`config.mk`:
```
export PLATFORM = sky130hd
export DESIGN_NAME = mmi_mod_tmr
export DESIGN_NICKNAME = d
export VERILOG_FILES = /design/src/rtl/mmi_mod_tmr.sv
export SDC_FILE = /design/constraint.sdc
export NUM_CORES = 1
export LEC_CHECK = 0
export BUFFER_PORTS_ARGS = -buffer_cell sky130_fd_sc_hd__buf_2
export CORE_MARGIN = 3
export CORE_UTILIZATION = 65
export CTS_CLUSTER_SIZE = 25
export DETAILED_ROUTE_END_ITERATION = 7
export PLACE_DENSITY = 0.85
export SLEW_MARGIN = 5
export SYNTH_ARGS = -nofsm -noshare
export SYNTH_HDL_FRONTEND = slang
export SYNTH_SLANG_ARGS = --single-unit
```
`constraint.sdc`:
```
create_clock -name clock -period 10.18 [get_ports clock]
set_clock_uncertainty 0.05 [all_clocks]
set_input_delay 2.036 -clock clock [delete_from_list [all_inputs] [get_ports clock]]
set_output_delay 2.036 -clock clock [all_outputs]
set_load 0.1 [all_outputs]
```
`src/rtl/mmi_mod_tmr.sv`:
```
// mmi_mod_tmr -- MMIO timer block.
//
// Holds a free-running 64-bit microsecond counter (advanced by timer1MHz) and
// one 32-bit countdown timer with one-shot / periodic modes and a level IRQ.
//
// Ports:
//   clock      in   core clock
//   reset      in   asynchronous active-high reset, clears all state
//   timer1MHz  in   1 MHz tick, one clock wide
//   timer1kHz  in   1 kHz tick, one clock wide
//   regAddr    in   [2:0]  register word index
//   regDataIn  in   [31:0] write data
//   regWr      in   write strobe
//   regRd      in   read strobe
//   regDataOut out  [31:0] read data, valid while regOK (0 otherwise)
//   regOK      out  access acknowledge, one cycle after the strobe
//   irqTimer   out  registered STATUS.EXP & CTRL.IE
//
// Register map: 0 USEC_LO, 1 USEC_HI (shadow), 2 CTRL {IE,SRC,PER,EN},
//               3 RELOAD, 4 COUNT, 5 STATUS {EXP}, 6-7 read as 0.
module mmi_mod_tmr #(
  parameter int CNT_W = 32
) (
  input  logic        clock,
  input  logic        reset,
  input  logic        timer1MHz,
  input  logic        timer1kHz,
  input  logic [2:0]  regAddr,
  input  logic [31:0] regDataIn,
  input  logic        regWr,
  input  logic        regRd,
  output logic [31:0] regDataOut,
  output logic        regOK,
  output logic        irqTimer
);

  typedef enum logic {ST_IDLE = 1'b0, ST_RUN = 1'b1} state_t;

  state_t             r_state;
  logic [63:0]        r_usec;
  logic [31:0]        r_usec_shadow;
  logic               r_per;
  logic               r_src;
  logic               r_ie;
  logic [CNT_W-1:0]   r_reload;
  logic [CNT_W-1:0]   r_count;
  logic               r_exp;
  logic               r_irq;
  logic               r_ok;
  logic [31:0]        r_dout;

  state_t             w_state_next;
  logic [CNT_W-1:0]   w_count_next;
  logic               w_exp_next;
  logic               w_ie_next;
  logic [31:0]        w_rdata;
  logic               w_rd;
  logic               w_ctrl_wr;
  logic               w_reload_wr;
  logic               w_count_wr;
  logic               w_status_wr;
  logic               w_tick;
  logic               w_run_tick;
  logic               w_expire;

  // A simultaneous read and write is handled purely as a write.
  assign w_rd        = regRd & ~regWr;
  assign w_ctrl_wr   = regWr & (regAddr == 3'd2);
  assign w_reload_wr = regWr & (regAddr == 3'd3);
  assign w_count_wr  = regWr & (regAddr == 3'd4);
  assign w_status_wr = regWr & (regAddr == 3'd5);

  assign w_tick   = r_src ? timer1kHz : timer1MHz;
  // A register write to COUNT or CTRL in the tick cycle swallows the tick.
  assign w_run_tick = (r_state == ST_RUN) & w_tick & ~w_count_wr & ~w_ctrl_wr;
  assign w_expire   = (r_count <= CNT_W'(1));

  assign w_ie_next = w_ctrl_wr ? regDataIn[3] : r_ie;

  // State register plus all other sequential state.
  always_ff @(posedge clock or posedge reset) begin
    if (reset) begin
      r_state       <= ST_IDLE;
      r_usec        <= 64'd0;
      r_usec_shadow <= 32'd0;
      r_per         <= 1'b0;
      r_src         <= 1'b0;
      r_ie          <= 1'b0;
      r_reload      <= '0;
      r_count       <= '0;
      r_exp         <= 1'b0;
      r_irq         <= 1'b0;
      r_ok          <= 1'b0;
      r_dout        <= 32'd0;
    end else begin
      r_state <= w_state_next;
      r_count <= w_count_next;
      r_exp   <= w_exp_next;
      r_ie    <= w_ie_next;
      r_irq   <= w_exp_next & w_ie_next;
      if (w_ctrl_wr) begin
        r_per <= regDataIn[1];
        r_src <= regDataIn[2];
      end
      if (w_reload_wr) begin
        r_reload <= regDataIn[CNT_W-1:0];
      end
      if (timer1MHz) begin
        r_usec <= r_usec + 64'd1;
      end
      // Shadow captures the pre-increment high word so LO/HI stay coherent.
      if (w_rd && (regAddr == 3'd0)) begin
        r_usec_shadow <= r_usec[63:32];
      end
      r_ok   <= regRd | regWr;
      r_dout <= w_rd ? w_rdata : 32'd0;
    end
  end

  // Next-state logic.
  always_comb begin
    w_state_next = r_state;
    if (w_ctrl_wr) begin
      w_state_next = regDataIn[0] ? ST_RUN : ST_IDLE;
    end else if (w_run_tick && w_expire && !r_per) begin
      w_state_next = ST_IDLE;
    end
  end

  // Datapath / output logic.
  always_comb begin
    w_count_next = r_count;
    w_exp_next   = r_exp;
    if (w_count_wr) begin
      w_count_next = regDataIn[CNT_W-1:0];
    end else if (w_ctrl_wr && regDataIn[0] && (r_state == ST_IDLE)
                 && (r_count == '0)) begin
      w_count_next = r_reload;
    end else if (w_run_tick) begin
      if (!w_expire) begin
        w_count_next = r_count - CNT_W'(1);
      end else if (r_per) begin
        // A zero reload parks at 1 so every tick expires.
        w_count_next = (r_reload == '0) ? CNT_W'(1) : r_reload;
      end else begin
        w_count_next = '0;
      end
    end

    // Expiry beats a same-cycle write-1-clear.
    if (w_run_tick && w_expire) begin
      w_exp_next = 1'b1;
    end else if (w_status_wr && regDataIn[0]) begin
      w_exp_next = 1'b0;
    end

    w_rdata = 32'd0;
    case (regAddr)
      3'd0: w_rdata = r_usec[31:0];
      3'd1: w_rdata = r_usec_shadow;
      3'd2: w_rdata = {28'd0, r_ie, r_src, r_per, (r_state == ST_RUN)};
      3'd3: w_rdata = r_reload;
      3'd4: w_rdata = r_count;
      3'd5: w_rdata = {31'd0, r_exp};
      default: w_rdata = 32'd0;
    endcase
  end

  assign regDataOut = r_dout;
  assign regOK      = r_ok;
  assign irqTimer   = r_irq;

endmodule
```
==> metrics.txt <==
share of layout cells above drive strength 1=0.2194; Via density=6.746; RSZ-0062 raised after global routing=false; DR vias=7974; worst-margin pin slew=1116 ps; GPL Wtd Cong=0.9682; DRC viols=0; register area share after synthesis=0.4992; r2r setup slk=6630 ps; Avg WL per Cell=21.71 µm; setup violators final=0; clk slew on worst S/H paths=80 ps; Final #Nets=1029; pin count of the biggest net entering global routing=131; vias in the first global route=7558; Worst Hold Class=register to register; initial core utilization=0.6761; setup slack after layout=6064 ps; drt total wl=25660 µm; Post-synth EDFFs=0; crit start category=primary input; DP Wirelength=17490 µm; initial antenna violation count=0; num ports=75; total gr overflow=0; Multi-input gate area=4726 µm²; Slew Viols, Final=0; post-route ant nets=0; predominant post-synthesis flop cell=dfrtp_1; post-CTS setup buffers=0; mean area per synthesized cell=10.67 µm²; Max-Cap Viols=0; Clock Latency Late Sink=450 ps; Crit path required time=10460 ps; f_max=243.0 MHz; register cell area after layout=4980 µm²; clock tree buffer depth=2; Netlist cell types=72; Die Ht=129.9 µm; first-pass GRT wire length=40990 µm; Area Growth Syn to Fin=9.973%; worst vdd ir=0.1349 mV; Site Rows=44; TNS Setup=0 ps; Die X=129.9 µm; Root Buffer=clkbuf_16; critical path class=primary input to register; metal3 WL=2111 µm; DRT Pass-1 Iters=6; Resized Gates After CTS=0; Met2 Wirelength=12500 µm; Core Area=14750 µm²; Met1 Wirelength=10530 µm; Async SR Flop Fraction=1.000; dpl ws=5649 ps; Syn Nets=979; Slew HR=0.2558; diode count=0; fin crit share=0.4043; Period minus WS final=4116 ps; Lkg Pwr=4.798 nW; fillers=1039; status=finished clean; CP Capture Type=register; pwr/cell area=197.7 nW/µm²; GRT Total Usage=0.3151; synthesis-stage register bit count=199; hold-fix buffers at CTS=0; Cell Area, Synth=9975 µm²; H-tree depth=4; Final Hold Viols=0; CTS buffer count=17; cells after synthesis=935; Worst Path Max Fanout=32; PortBufs=74; arrival time worst endpoint=4390 ps; clk sink count=199; 1st-iter DRT viols=1153; Top Layer Used=met4; CTS tree=built; yosys warns=0; die area=16870 µm²
[synth_stat cells (5+ instances only)]
library cell,count,area share
a211oi_1,6,0.0045
a211oi_2,12,0.015
a21oi_1,48,0.024
a221oi_1,9,0.0079
a22oi_1,64,0.048
and2_1,8,0.0050
and3_1,15,0.0094
and4_1,11,0.0097
buf_1,5,0.0019
buf_2,7,0.0035
clkbuf_1,31,0.012
dfrtp_1,199,0.50
inv_1,7,0.0026
mux2_2,67,0.076
mux2i_1,5,0.0050
nand2_1,69,0.026
nand3_1,50,0.025
nand4_1,24,0.015
nor2_1,55,0.021
nor3_1,29,0.015
nor4_1,19,0.012
o21ai_0,18,0.0090
or4_1,5,0.0038
xnor2_1,53,0.047
xor2_1,31,0.027
[per-layer routing]
metal / global-route usage / up-vias
met5: 0 / -
li1: - / 3570
met3: 0.07327 / 74
met4: 0.08680 / 0
met1: 0.4317 / 3907
met2: 0.5111 / 423
[layout by cell type, fill, tap and decap left out, types with 4 or more instances in the layout]
master	netlist	layout
dfrtp_1	199	199
buf_2	7	74
nand2_1	69	69
mux2_2	67	67
a22oi_1	64	64
nor2_1	55	54
xnor2_1	53	53
nand3_1	50	50
a21oi_1	48	48
xor2_1	31	31
nor3_1	29	28
nand4_1	24	24
nor4_1	19	19
o21ai_0	18	18
clkbuf_16	0	17
and3_1	15	15
a211oi_2	12	12
and4_1	11	11
buf_4	4	10
a221oi_1	9	9
and2_1	8	8
inv_1	7	6
a211oi_1	6	6
or4_1	5	5
mux2i_1	5	5
a21oi_2	4	4
or3_1	4	4
a31oi_1	4	4
o211ai_1	4	4
o31ai_1	4	4
inv_8	0	4
inv_6	0	4
[flip-flops by register name, summed over array words and instances (netlist names)]
register / cells
irqTimer: 1
r_count: 32
r_exp: 1
r_ie: 1
r_per: 1
r_reload: 32
r_src: 1
r_state: 1
r_usec: 64
r_usec_shadow: 32
regDataOut: 32
regOK: 1
[worst max-delay path: stages]
cell	delay, ps
buf_2	240
nor2b_1	380
and2_1	930
nand2_1	130
buf_4	300
mux2_2	330
[final cells by class]
| cell class | count | share of cell area |
|---|---|---|
| Timing Repair Buffer | 84 | 0.04061 |
| Tap cell | 184 | 0.02099 |
| Clock inverter | 12 | 0.009809 |
| Inverter | 7 | 0.003080 |
| Sequential cell | 199 | 0.4540 |
| Clock buffer | 20 | 0.04072 |
| Multi-Input combinational cell | 676 | 0.4308 |
[power breakdown]
part	internal [mW]	switching (mW)	total, mW
registers	0.897	0.195	1.09
clock network	0.328	0.310	0.638
logic	0.189	0.248	0.437
[cell families (layout without fill, tap and decap cells)]
kind of cell / Yosys count / count (layout) / synth area share
flip-flops: 199 / 199 / 0.4992
AO/OA/AOI/OAI: 195 / 195 / 0.1400
AND/OR/NAND/NOR: 322 / 322 / 0.1744
buffers and inverters: 60 / 123 / 0.02822
adder cells (fa/ha/maj): 3 / 3 / 0.003764
multiplexers: 72 / 72 / 0.08066
XOR/XNOR: 84 / 84 / 0.07376
[path summary, 6_finish.rpt]
check,from,endpoint,depth (start not counted)
max reg2reg,r_count[25]$_DFFE_PP0P_,irqTimer$_DFF_PP0_,6
max in group asynchronous,reset,r_usec[30]$_DFFE_PP0P_,3
min reg2reg,r_usec[63]$_DFFE_PP0P_,r_usec[63]$_DFFE_PP0P_,1
max,regAddr[1],r_reload[12]$_DFFE_PP0P_,6
min,r_usec[63]$_DFFE_PP0P_,r_usec[63]$_DFFE_PP0P_,1
min in group asynchronous,reset,r_usec[6]$_DFFE_PP0P_,2
[through the flow]
step	hold slack, ps	instance area [µm²]	std cells	power (mW)	util
finish	426.7	10970	1182	2.168	0.7435
floorplan	391.8	9975	935	1.394	-
global route	444.9	10970	1182	2.263	0.7435
CTS	427.4	10970	1182	2.160	0.7435
detailed placement	417.2	10420	1150	1.523	0.7059
global placement	409.9	10420	1150	1.505	0.7059
(Power assumes the default switching activity.)
